[src/rtl/uart_rx.sv]
// UART receiver: 16x oversampled, start/DATA bits LSB first/even-XOR parity/stop.
// Outputs are registered and held until the next completed frame.
module uart_rx #(
  parameter int DATA          = 8,
  parameter int CLKS_PER_TICK = 27
) (
  input  logic            clk,
  input  logic            reset,
  input  logic            rx_in,
  output logic [DATA-1:0] rx_data,
  output logic            rx_valid,
  output logic            parity_err,
  output logic            frame_err,
  output logic            rx_busy
);

  localparam int TW = (CLKS_PER_TICK > 1) ? $clog2(CLKS_PER_TICK) : 1;
  localparam int BW = $clog2(DATA) + 1;
  localparam logic [TW-1:0] TICK_LAST = TW'(CLKS_PER_TICK - 1);
  localparam logic [BW-1:0] BIT_LAST  = BW'(DATA - 1);

  typedef enum logic [2:0] {
    IDLE,
    START,
    DATA_ST,
    PARITY_ST,
    STOP,
    WAIT_HIGH
  } state_t;

  state_t          state_q, state_d;
  logic            rx_meta_q, rx_meta_d;
  logic            rx_s_q, rx_s_d;
  logic [TW-1:0]   tick_cnt_q, tick_cnt_d;
  logic [3:0]      samp_q, samp_d;
  logic [BW-1:0]   bit_q, bit_d;
  logic [DATA-1:0] shift_q, shift_d;
  logic            perr_pend_q, perr_pend_d;
  logic [DATA-1:0] rx_data_q, rx_data_d;
  logic            rx_valid_q, rx_valid_d;
  logic            parity_err_q, parity_err_d;
  logic            frame_err_q, frame_err_d;
  logic            rx_busy_q, rx_busy_d;
  logic            tick;
  logic            mid_bit;

  assign tick    = (tick_cnt_q == TICK_LAST);
  assign mid_bit = tick && (samp_q == 4'd15);

  always_comb begin
    rx_meta_d    = rx_in;
    rx_s_d       = rx_meta_q;
    tick_cnt_d   = tick ? '0 : tick_cnt_q + 1'b1;
    state_d      = state_q;
    samp_d       = samp_q;
    bit_d        = bit_q;
    shift_d      = shift_q;
    perr_pend_d  = perr_pend_q;
    rx_data_d    = rx_data_q;
    rx_valid_d   = 1'b0;
    parity_err_d = parity_err_q;
    frame_err_d  = frame_err_q;
    rx_busy_d    = rx_busy_q;

    case (state_q)
      IDLE: begin
        if (tick && !rx_s_q) begin
          samp_d    = '0;
          rx_busy_d = 1'b1;
          state_d   = START;
        end
      end
      START: begin
        if (tick) begin
          // Eight ticks after the falling edge lands near the centre of the start bit.
          if (samp_q == 4'd7) begin
            samp_d = '0;
            if (!rx_s_q) begin
              bit_d   = '0;
              state_d = DATA_ST;
            end else begin
              rx_busy_d = 1'b0;
              state_d   = IDLE;
            end
          end else begin
            samp_d = samp_q + 1'b1;
          end
        end
      end
      DATA_ST, PARITY_ST, STOP: begin
        if (tick) samp_d = mid_bit ? 4'd0 : samp_q + 1'b1;
        if (mid_bit) begin
          if (state_q == DATA_ST) begin
            shift_d = {rx_s_q, shift_q[DATA-1:1]};
            bit_d   = bit_q + 1'b1;
            if (bit_q == BIT_LAST) state_d = PARITY_ST;
          end else if (state_q == PARITY_ST) begin
            perr_pend_d = rx_s_q ^ (^shift_q);
            state_d     = STOP;
          end else begin
            rx_data_d    = shift_q;
            rx_valid_d   = 1'b1;
            parity_err_d = perr_pend_q;
            frame_err_d  = !rx_s_q;
            if (rx_s_q) begin
              rx_busy_d = 1'b0;
              state_d   = IDLE;
            end else begin
              state_d = WAIT_HIGH;
            end
          end
        end
      end
      WAIT_HIGH: begin
        if (tick && rx_s_q) begin
          rx_busy_d = 1'b0;
          state_d   = IDLE;
        end
      end
      default: state_d = IDLE;
    endcase
  end

  always_ff @(posedge clk) begin
    if (reset) begin
      state_q      <= IDLE;
      rx_meta_q    <= 1'b1;
      rx_s_q       <= 1'b1;
      tick_cnt_q   <= '0;
      samp_q       <= '0;
      bit_q        <= '0;
      shift_q      <= '0;
      perr_pend_q  <= 1'b0;
      rx_data_q    <= '0;
      rx_valid_q   <= 1'b0;
      parity_err_q <= 1'b0;
      frame_err_q  <= 1'b0;
      rx_busy_q    <= 1'b0;
    end else begin
      state_q      <= state_d;
      rx_meta_q    <= rx_meta_d;
      rx_s_q       <= rx_s_d;
      tick_cnt_q   <= tick_cnt_d;
      samp_q       <= samp_d;
      bit_q        <= bit_d;
      shift_q      <= shift_d;
      perr_pend_q  <= perr_pend_d;
      rx_data_q    <= rx_data_d;
      rx_valid_q   <= rx_valid_d;
      parity_err_q <= parity_err_d;
      frame_err_q  <= frame_err_d;
      rx_busy_q    <= rx_busy_d;
    end
  end

  assign rx_data    = rx_data_q;
  assign rx_valid   = rx_valid_q;
  assign parity_err = parity_err_q;
  assign frame_err  = frame_err_q;
  assign rx_busy    = rx_busy_q;

endmodule

[config.mk]
export PLATFORM = sky130hd
export DESIGN_NAME = uart_rx
export DESIGN_NICKNAME = d
export VERILOG_FILES = /design/src/rtl/uart_rx.sv
export SDC_FILE = /design/constraint.sdc
export NUM_CORES = 1
export LEC_CHECK = 0
export CAP_MARGIN = 0
export CORE_UTILIZATION = 53
export DETAILED_ROUTE_END_ITERATION = 10
export GPL_TIMING_DRIVEN = 1
export PLACE_DENSITY = 0.73
export SLEW_MARGIN = 20
export SYNTH_ARGS = -nofsm -noshare
export SYNTH_HDL_FRONTEND = slang
export SYNTH_SLANG_ARGS = --single-unit
[constraint.sdc]
create_clock -name clk -period 2.8 [get_ports clk]
set_input_delay 0.56 -clock clk [delete_from_list [all_inputs] [get_ports clk]]
set_output_delay 0.56 -clock clk [all_outputs]
set_load 0.03 [all_outputs]
== Word-level counts from Yosys, hierarchy flattened ==
Index checks and enable logic that the tools add are counted.

* $add $sub $neg: 3
* Equal/unequal tests: 20
* Multiplexer cells: 33
* Bitwise logic cells: 5
* Reduce and logical (&&, ||, !) cells: 19

{| class="wikitable"
|+ Operators by type and width
! operator !! number
|-
| $mux W4 || 10
|-
| $mux W3 || 9
|-
| $ne A2 B2 Y1 const B || 10
|-
| $pmux W3 S4 || 1
|-
| $pmux W4 S3 || 1
|-
| $reduce_and A4 Y1 || 3
|-
| $reduce_and A6 Y1 || 2
|-
| $mux W1 || 9
|-
| $add A4 B1 Y4 const B || 2
|-
| $eq A4 B3 Y1 const B || 2
|-
| $pmux W4 S2 || 1
|-
| $reduce_and A8 Y1 || 1
|-
| $reduce_xor A8 Y1 || 1
|-
| $eq A3 B2 Y1 const B || 2
|-
| $eq A3 B3 Y1 const B || 2
|-
| $add A5 B1 Y5 const B || 1
|-
| $eq A5 B5 Y1 const B || 1
|-
| $eq A4 B4 Y1 const B || 1
|-
| $not A1 Y1 || 4
|-
| $pmux W1 S4 || 1
|-
| $reduce_bool A4 Y1 || 1
|-
| $reduce_or A4 Y1 || 1
|-
| $eq A3 B1 Y1 const B || 1
|-
| $logic_and A1 B1 Y1 || 3
|-
| 10 further kinds || 10
|}

* Register bits after elaboration: 39
* Input bits: 3
* Output and inout port bits: 12
* Word-level logic and storage cells: 93

== Depth between registers and ports, before layout ==
Gate-level depths: netlist (run 1).

* Depth in word-level cells: 5
* Mapped depth: 8
* Depth with buffers taken out: 6

== Least setup slack after synthesis (run 1) ==
No wires, ideal clock.

* Path type: reg-to-reg
* From: register rx_s_q
* To: register bit_q[3]
* Setup time: 70 ps
* Arrival: 1844 ps
* Required time: 2730 ps
* Path slack: 886 ps
* Cell stages (with the launch flop): 6
* Buffers on the path: 1
* Period minus slack after synthesis: 1914 ps
* Cell sequence: dfxtp_1 -> buf_6 -> or4b_4 -> a2111o_1 -> or3_1 -> a21oi_1

* Longest elaborated chain between the ends: 2

{| class="wikitable"
|+ Ends and longest elaborated chain
! what !! line !! text
|-
| from (decl) || 33 || <nowiki>logic rx_s_q, rx_s_d;</nowiki>
|-
| from (signal assigned) || 142 || <nowiki>rx_s_q <= rx_s_d;</nowiki>
|-
| $ne A2 B2 Y1 (no line) || - ||
|-
| $reduce_and A6 Y1 (no line) || - ||
|-
| to (signal assigned) || 145 || <nowiki>bit_q <= bit_d;</nowiki>
|-
| to (decl) || 36 || <nowiki>logic [BW-1:0] bit_q, bit_d;</nowiki>
|}

No other way between the ends.
A chain may end at the register's enable or synchronous reset.

== Worst setup path in the final report (run 1) ==
* From: register tick_cnt_q[0]
* To: register bit_q[3]

* Longest elaborated chain between the ends: 4
* Elaborated cells on any way between the ends: 5
* Classes of those cells: eq/ne (3); reduce/logical (2)

{| class="wikitable"
|+ Ends and longest elaborated chain
! what !! line !! text
|-
| from (decl) || 34 || <nowiki>logic [TW-1:0] tick_cnt_q, tick_cnt_d;</nowiki>
|-
| from (signal assigned) || 143 || <nowiki>tick_cnt_q <= tick_cnt_d;</nowiki>
|-
| $eq A5 B5 Y1 * || 47 || <nowiki>assign tick = (tick_cnt_q == TICK_LAST);</nowiki>
|-
| $logic_and A1 B1 Y1 || 48 || <nowiki>assign mid_bit = tick && (samp_q == 4'd15);</nowiki>
|-
| $ne A2 B2 Y1 (no line) || - ||
|-
| $reduce_and A6 Y1 (no line) * || - ||
|}

Every way passes the cells marked *; elsewhere a longest branch is shown, timed or not.

==> summary.md, run 1 <==
The flow ran to the end, and the final reports show no timing, DRC or antenna violations. The first global-routing pass estimated 6.748 mm of wire. The final-report hold violation count was 0; the worst reg-to-reg path cell count was 7. The cell depth of the worst min-delay path came out at 1. The root buffer cell is sky130_fd_sc_hd__clkbuf_4. For this run, asynchronously set or reset flops after synthesis account for 0%.

The run gives 0 as the number of antenna violations at the first check in global routing. The core area is 3416 sq um, and the DRC violation count after routing is 0. The die is 62.55 um tall. The worst register-to-register path begins at tick_cnt_q[0]. Summing the sequential cell areas from Yosys gives 40.18% of the chip area. The final layout contains 235 nets.

In the final routed layout, each cell accounts on average for 13.96 um. Setup repair after global routing left no endpoint under its margin. The run gives 1584 as the via count of the routed design.

Overall die area: 3913 sq um. STA classifies the critical path startpoint as a flip-flop. The remaining global-route overflow came out at 0. After clock tree synthesis, the clock-pin slew on the worst setup and hold paths is 0.12 ns. The logs give 471.7 MHz for the highest clock rate and 2 for the H-tree level count. Maximum count of clock buffers along a single path: 2. Predominant post-synthesis flop cell: sky130_fd_sc_hd__dfxtp_1. The tightest hold path in the finished design has a slack of 0.4212 ns. The number of nets handed over by synthesis was 223. The worst min-delay path category is flip-flop to flip-flop.

The post-route fraction of the period consumed by the critical path was 75.72%. Summing every instance area after synthesis gives 1943 sq um. Along the worst path, the maximum fanout reaches 5.

The clock tree skew after final layout came out at 0.01130 ns. The tools report the utilization after layout as 63.52%. TritonCTS built the clock tree.

The total half-perimeter wirelength after legalization and detailed placement is 2.690 mm. In this run the mean area of a mapped cell was 8.996 sq um. The register bit count reported by yosys was 39.

At the worst endpoint, the required time is 3.09 ns. The first-pass iteration count of the detailed router was 4. Across every metal layer, demand over resource in global routing totals 21.84%. During I/O placement, the number of pins put on the boundary was 15. The run gives 1535 as the via count of the first global-routing pass. The setup slack of the most critical reg-to-reg path is 0.68 ns, and the quantity of gates resized following cts is 0. Setup violations remaining at the end of the flow were counted as 0. The row count is 21, and the final cell area excluding filler cells is 2170 sq um. Cells with a size suffix above 1 make up 7.860% of the layout. The reported leakage power is 0.7071 nW. Worst-case hold path end point: rx_s_q.

The area added between synthesis and finish is 11.65%. Counting flops with a built-in enable in the synthesized netlist gives 0. In this run the remaining antenna-violating nets after routing total 0.

The clock sink total is 39, and the wire length after detailed routing is 3.838 mm. After detailed routing, the number of vias per cell comes to 5.760. The tools report the number of buffers created by CTS as 5. STA classifies the critical path endpoint as a flip-flop.

By startpoint and endpoint, the worst setup path is classified as flip-flop to flip-flop. Yosys printed 0 warnings. The number of distinct library cell variants in the gate-level netlist after synthesis is 49, and the count of filler cells inserted in the layout is 288.

The number of violations reported at the end of detailed-routing iteration 0 was 104; the count of hold buffers inserted by post-cts repair was 0. The run gives 56.89% as the effective utilization at floorplan. The logs give 0.8619 for the final RePlAce weighted congestion and 2116 sq um for the placed instance area. The tools report the number of max-slew violations in the final report as 0. For the number of violations of the max-capacitance limit, the log shows 0.

Ratio of total power to cell area: 402.1 nW/um^2. Data arrives at the worst endpoint at 2.41 ns. The worst path in the final design needs a cycle of 2.120 ns, including I/O delays and setup. The synthesized instance count was 216; the maximum number of pins on one net before global-route repair was 35.

At the later pin of the worst-skew pair, clock insertion delay measures 0.35 ns. The die is 62.55 um wide. The logs give 0 ns for the sum of negative setup slack and 0 for the number of setup buffers added after CTS.

The worst hold path begins at rx_meta_q. The number of antenna diodes is 0, and the transition time at the pin with the least slew margin is 0.7631 ns. The endpoint identified for the worst register-to-register timing path is bit_q[3].

Port buffer count: 14. The logs give 49.06% for the relative slew slack and 0.0003215 V for the worst vdd rail ir drop.
flip-flops by register name, indices dropped and copies added, names as in the netlist:
| name | count |
|---|---|
| shift_q | 8 |
| rx_valid | 1 |
| rx_data | 8 |
| perr_pend_q | 1 |
| rx_busy | 1 |
| bit_q | 4 |
| state_q | 3 |
| frame_err | 1 |
| parity_err | 1 |
| samp_q | 4 |
| rx_s_q | 1 |
| rx_meta_q | 1 |
| tick_cnt_q | 5 |
logic make-up after synthesis:
family,count (synthesis),synth area share [%]
AOI/OAI and AO/OA,44,15.91
xor gates and xnor gates,9,4.765
DFF,39,40.18
adders and majority gates,4,2.576
buffers and inverters,21,4.572
muxes,19,9.787
and+or+nand+nor,80,22.21
layout make-up:
cell class                      count  area [sq um]  area share [%]
Tap cell                           46         57.56           2.653
Timing Repair Buffer               19         177.7           8.189
Clock inverter                      2         12.51          0.5767
Sequential cell                    39         780.7           35.99
Inverter                            7         26.28           1.211
Clock buffer                        6         41.29           1.903
Multi-Input combinational cell    156          1074           49.48
worst max path at each step:
stage	startpoint	to	slack (ns)	cells after the start
5_1_grt	tick_cnt_q[0]	bit_q[3]	0.57	7
4_1_cts	tick_cnt_q[0]	bit_q[3]	0.69	7
6_report	tick_cnt_q[0]	bit_q[3]	0.68	7
3_5_place_dp	tick_cnt_q[0]	bit_q[3]	0.72	7
3_3_place_gp	tick_cnt_q[0]	bit_q[3]	0.80	7
2_1_floorplan	rx_s_q	bit_q[3]	0.89	5
report_power, final:
| part | switching, mW | leakage [nW] | total (mW) | internal [mW] |
|---|---|---|---|---|
| clock network | 0.182 | 0.0282 | 0.279 | 0.0969 |
| registers | 0.00456 | 0.315 | 0.564 | 0.560 |
| logic | 0.0174 | 0.364 | 0.0296 | 0.0122 |
cell usage after synthesis, drive strengths merged (5+ instances only):
cell	instances	area [sq um]
xnor2	7	61.31
nor2	26	97.59
a21oi	10	50.05
nand2	14	52.55
inv	7	26.28
o21ai	9	45.04
nand3	8	40.04
dfxtp	39	780.8
clkbuf	10	37.54
or3	5	31.28
mux2i	19	190.2
per-stage QoR:
stage          power [mW]  cells  worst slack, ns
6_report           0.8723    275           0.6799
3_3_place_gp       0.6056    267           0.7987
2_1_floorplan      0.5974    216           0.8861
5_1_grt            0.9182    275           0.5667
3_5_place_dp       0.6061    267           0.7167
4_1_cts            0.8806    275           0.6930
cell usage in the layout, fill, tap and decap left out, types with 2 or more instances in the layout:
master,count
sky130_fd_sc_hd__o31a_1,2
sky130_fd_sc_hd__and2_1,2
sky130_fd_sc_hd__mux2i_1,19
sky130_fd_sc_hd__o31ai_1,3
sky130_fd_sc_hd__nor2_1,26
sky130_fd_sc_hd__a31oi_1,3
sky130_fd_sc_hd__nand2b_1,2
sky130_fd_sc_hd__dfxtp_1,39
sky130_fd_sc_hd__clkbuf_4,5
sky130_fd_sc_hd__o21ai_0,9
sky130_fd_sc_hd__or2_2,2
sky130_fd_sc_hd__nand2_1,14
sky130_fd_sc_hd__clkdlybuf4s50_1,14
sky130_fd_sc_hd__or3_1,5
sky130_fd_sc_hd__nand4_1,2
sky130_fd_sc_hd__and4b_1,2
sky130_fd_sc_hd__inv_1,7
sky130_fd_sc_hd__nand3_1,8
sky130_fd_sc_hd__buf_4,5
sky130_fd_sc_hd__nor3_1,4
sky130_fd_sc_hd__ha_1,4
sky130_fd_sc_hd__nand3b_1,3
sky130_fd_sc_hd__and3_1,2
sky130_fd_sc_hd__a2111o_1,2
sky130_fd_sc_hd__a21oi_1,10
sky130_fd_sc_hd__xnor2_1,7
sky130_fd_sc_hd__o211ai_1,4
layer usage:
layer  vias to the layer above  global-route usage, %  share of wire, %  wire (um)
met1                       732                  26.42                48       1841
met4                         0                  9.302               1.8         71
met5                         -                      0                 0          0
li1                        809                      -                 -          -
met3                         9                  7.482               4.2        160
met2                        34                  35.05                46       1764
worst max-delay path: stages, from the launching register on:
cell and delay [ns]:
sky130_fd_sc_hd__dfxtp_1 0.35, sky130_fd_sc_hd__inv_1 0.06, sky130_fd_sc_hd__ha_1 0.17, sky130_fd_sc_hd__nand4b_1 0.30
sky130_fd_sc_hd__buf_4 0.27, sky130_fd_sc_hd__a2111o_1 0.40, sky130_fd_sc_hd__or3_1 0.36, sky130_fd_sc_hd__a21oi_1 0.15
Power figures use the tool's default switching activity.
==> run 2: changes to the inputs <==
==> constraint.sdc (replaced) <==
create_clock -name clk -period 2 [get_ports clk]
set_input_delay 0.4 -clock clk [delete_from_list [all_inputs] [get_ports clk]]
set_output_delay 0.4 -clock clk [all_outputs]
set_load 0.03 [all_outputs]
==> run 2 against run 1 <==
Via count is 6.1% higher. Final area increased by 5.8%. Global-route usage is 2.2 points higher.
==> summary.md, run 2 (synthesis gave the netlist of run 1 again) <==
Category of the most critical setup path: flip-flop to flip-flop. The worst min-delay path category is flip-flop to flip-flop. Startpoint of the lowest-slack hold path: rx_meta_q. For the worst setup path, the data arrival time is 2.18 ns. Across the run, the number of max-cap violations was 0. Cell depth of the worst min-delay path: 1. The path with the worst hold slack has its endpoint at rx_s_q. Global routing used 24.01% of the available tracks across all layers. In this run, CTS created clock tree buffers numbering 5. The first-pass GRT wire length was 7.514 mm; the final routed wire length divided by cell count was 15.24 um.

In the layout the commonest cells are sky130_fd_sc_hd__dfxtp_1, sky130_fd_sc_hd__nor2_1, sky130_fd_sc_hd__mux2i_1, sky130_fd_sc_hd__buf_4. The clock sink total is 39. The setup check on the worst reg-to-reg path leaves a slack of 0.09 ns. The net count of the finished layout is 247, and the core area is 3416 sq um. The post-route fraction of the period consumed by the critical path was 95.47%; the overall die area was 3913 sq um. The first detailed-routing pass ran for 4 iterations.

The maximum fanout along the worst path works out to 5. The tools report the proportion of power drawn by flip-flops and latches as 61.3%. The highest clock rate came out at 523.7 MHz.

In this run the tool buffered the top-level ports with 14 buffer cells. The floorplan die height came out at 62.55 um. In this run the static leakage power is 0.7777 nW.

The logs give 0.34 ns for the later-pin clock latency in the skew report and 68 for the number of violations reported at the end of detailed-routing iteration 0. The maximum number of pins on one net before global-route repair was 24; the share of cells above drive strength 1 was 14.52%. Clock tree synthesis selected as its root buffer the cell sky130_fd_sc_hd__clkbuf_4. After detailed routing, the number of vias per cell comes to 5.854. The run gives 0 as the antenna violation net count after detailed routing. The DRC violation count after routing came out at 0.

The logs give 2.27 ns for the data required time of the critical path and 0 for the final-report hold violation count. Of the total power, the share spent switching nets is 21.62%. The remaining global-route overflow is 0.

The x dimension of the die works out to 62.55 um. The tools report the number of max-slew violations in the final report as 0. After layout, the minimum clock period comes to 1.909 ns.

STA classifies the critical path endpoint as a flip-flop. Most common cell after layout, fill and taps aside: sky130_fd_sc_hd__dfxtp_1. After clock tree synthesis, the flow added hold-fix buffers numbering 0. After floorplanning, the core was divided into 21 placement rows. STA classifies the critical path startpoint as a flip-flop. For this configuration, the core starts out at a cell density of 56.89%.

The ratio of total power to cell area is 561.8 nW/um^2, and the internal power component is 1.010 mW. The setup-violating endpoint count in the final report came out at 0. The wire-length estimate of the detail-placed layout is 3.118 mm. Per report_power, the clock group accounts for 35.2% of the total. Setup repair after global routing left no endpoint under its margin. For the final routed database, the setup TNS stands at 0 ns.

In this run, the combinational gates consume 3.6% of the power. The clock edge transition at the registers on the reported setup and hold paths came out at 0.12 ns. The H-tree generated during clock tree synthesis spans 2 levels. The tools report the number of antenna violations at the first check in global routing as 0.

The layout has 297 filler cells. The transition time at the pin with the least slew margin came out at 0.4666 ns. The total power draw is 1.289 mW. Critical register-to-register path startpoint: samp_q[3]. Across the routed clock network, the largest skew measured is 0.01067 ns. IR analysis of the VDD net gives a maximum drop of 0.0004828 V. For this block, the via count after detailed routing is 1680.

The longest clock path from root to sink contains 2 buffers. The number of antenna diodes in the final layout is 0. Summed over all nets, the switching power comes to 0.2787 mW. The via count of the first global-routing pass came out at 1683. The area added between synthesis and finish came out at 18.09%. TritonCTS built the clock tree. The worst pin sits at a relative slew slack of 68.85%.

The wire length after detailed routing was 4.375 mm. The run finished with clean final reports. The final RePlAce weighted congestion came out at 0.8161. For the worst flop-to-flop path, the logic depth is 4. In this run the critical register-to-register path is captured at bit_q[3]. During I/O placement, the number of pins put on the boundary was 15.
## run 2: cell types whose count changed in the layout (fill, tap and decap cells not counted), sizes merged
cell,previous run,this run
clkbuf,6,8
clkinv,1,0
clkinvlp,1,0
buf,5,17
## run 2: through the flow
step | util, % | setup WS (ns) | area [sq um] | hold slack [ns] | instances
finish | 67.18 | 0.09061 | 2295 | 0.4417 | 287
global route | 67.18 | 0.003379 | 2295 | 0.4801 | 287
CTS | 66.59 | 0.02814 | 2275 | 0.4467 | 287
detailed placement | 64.58 | 0.06070 | 2206 | 0.4120 | 279
global placement | 64.58 | 0.1595 | 2206 | 0.4232 | 279
floorplan | - | 0.08613 | 1943 | 0.3895 | 216
## run 2: power groups by stage
stage	clock [mW]	combinational [mW]	sequential, mW
6_report	0.453	0.0460	0.790
5_1_grt	0.495	0.0509	0.791
4_1_cts	0.465	0.0458	0.790
3_5_place_dp	0	0.0456	0.808
3_3_place_gp	0	0.0428	0.807
2_1_floorplan	0	0.0306	0.806
## run 2: worst max-delay path by stage
stage	slack, ns	endpoint	startpoint	cells after the start
finish	0.09	bit_q[3]	samp_q[3]	4
global route	0.003	samp_q[3]	tick_cnt_q[0]	7
CTS	0.03	bit_q[3]	samp_q[3]	4
detailed placement	0.06	bit_q[3]	samp_q[3]	4
global placement	0.16	bit_q[3]	samp_q[3]	4
floorplan	0.09	bit_q[3]	rx_s_q	5
## run 2: worst max-delay path, stage by stage, from the launching register on
cell	delay (ns)
sky130_fd_sc_hd__dfxtp_1	0.33
sky130_fd_sc_hd__or4b_4	0.54
sky130_fd_sc_hd__a2111o_1	0.43
sky130_fd_sc_hd__or3_1	0.39
sky130_fd_sc_hd__a21oi_2	0.17
## run 2: cell type report
cell class	count	area (sq um)	area share, %
inverter	7	26.28	1.145
tap	46	57.56	2.508
sequential	39	782.0	34.08
timing repair buffer	31	275.3	12.00
clock buffer	8	68.82	2.999
multi-input combinational	156	1085	47.27
## run 2: timing repair
item,CTS,global route
buffers inserted,0,0
gates resized for setup,0,7
endpoints found under the setup margin,0,10
## run 2: routing by layer
layer,GRT usage (%),wire [um],up-vias
met1,28.60,1987,827
met3,4.927,135,7
met5,0,0,-
li1,-,-,824
met4,11.34,56,0
met2,41.03,2196,22
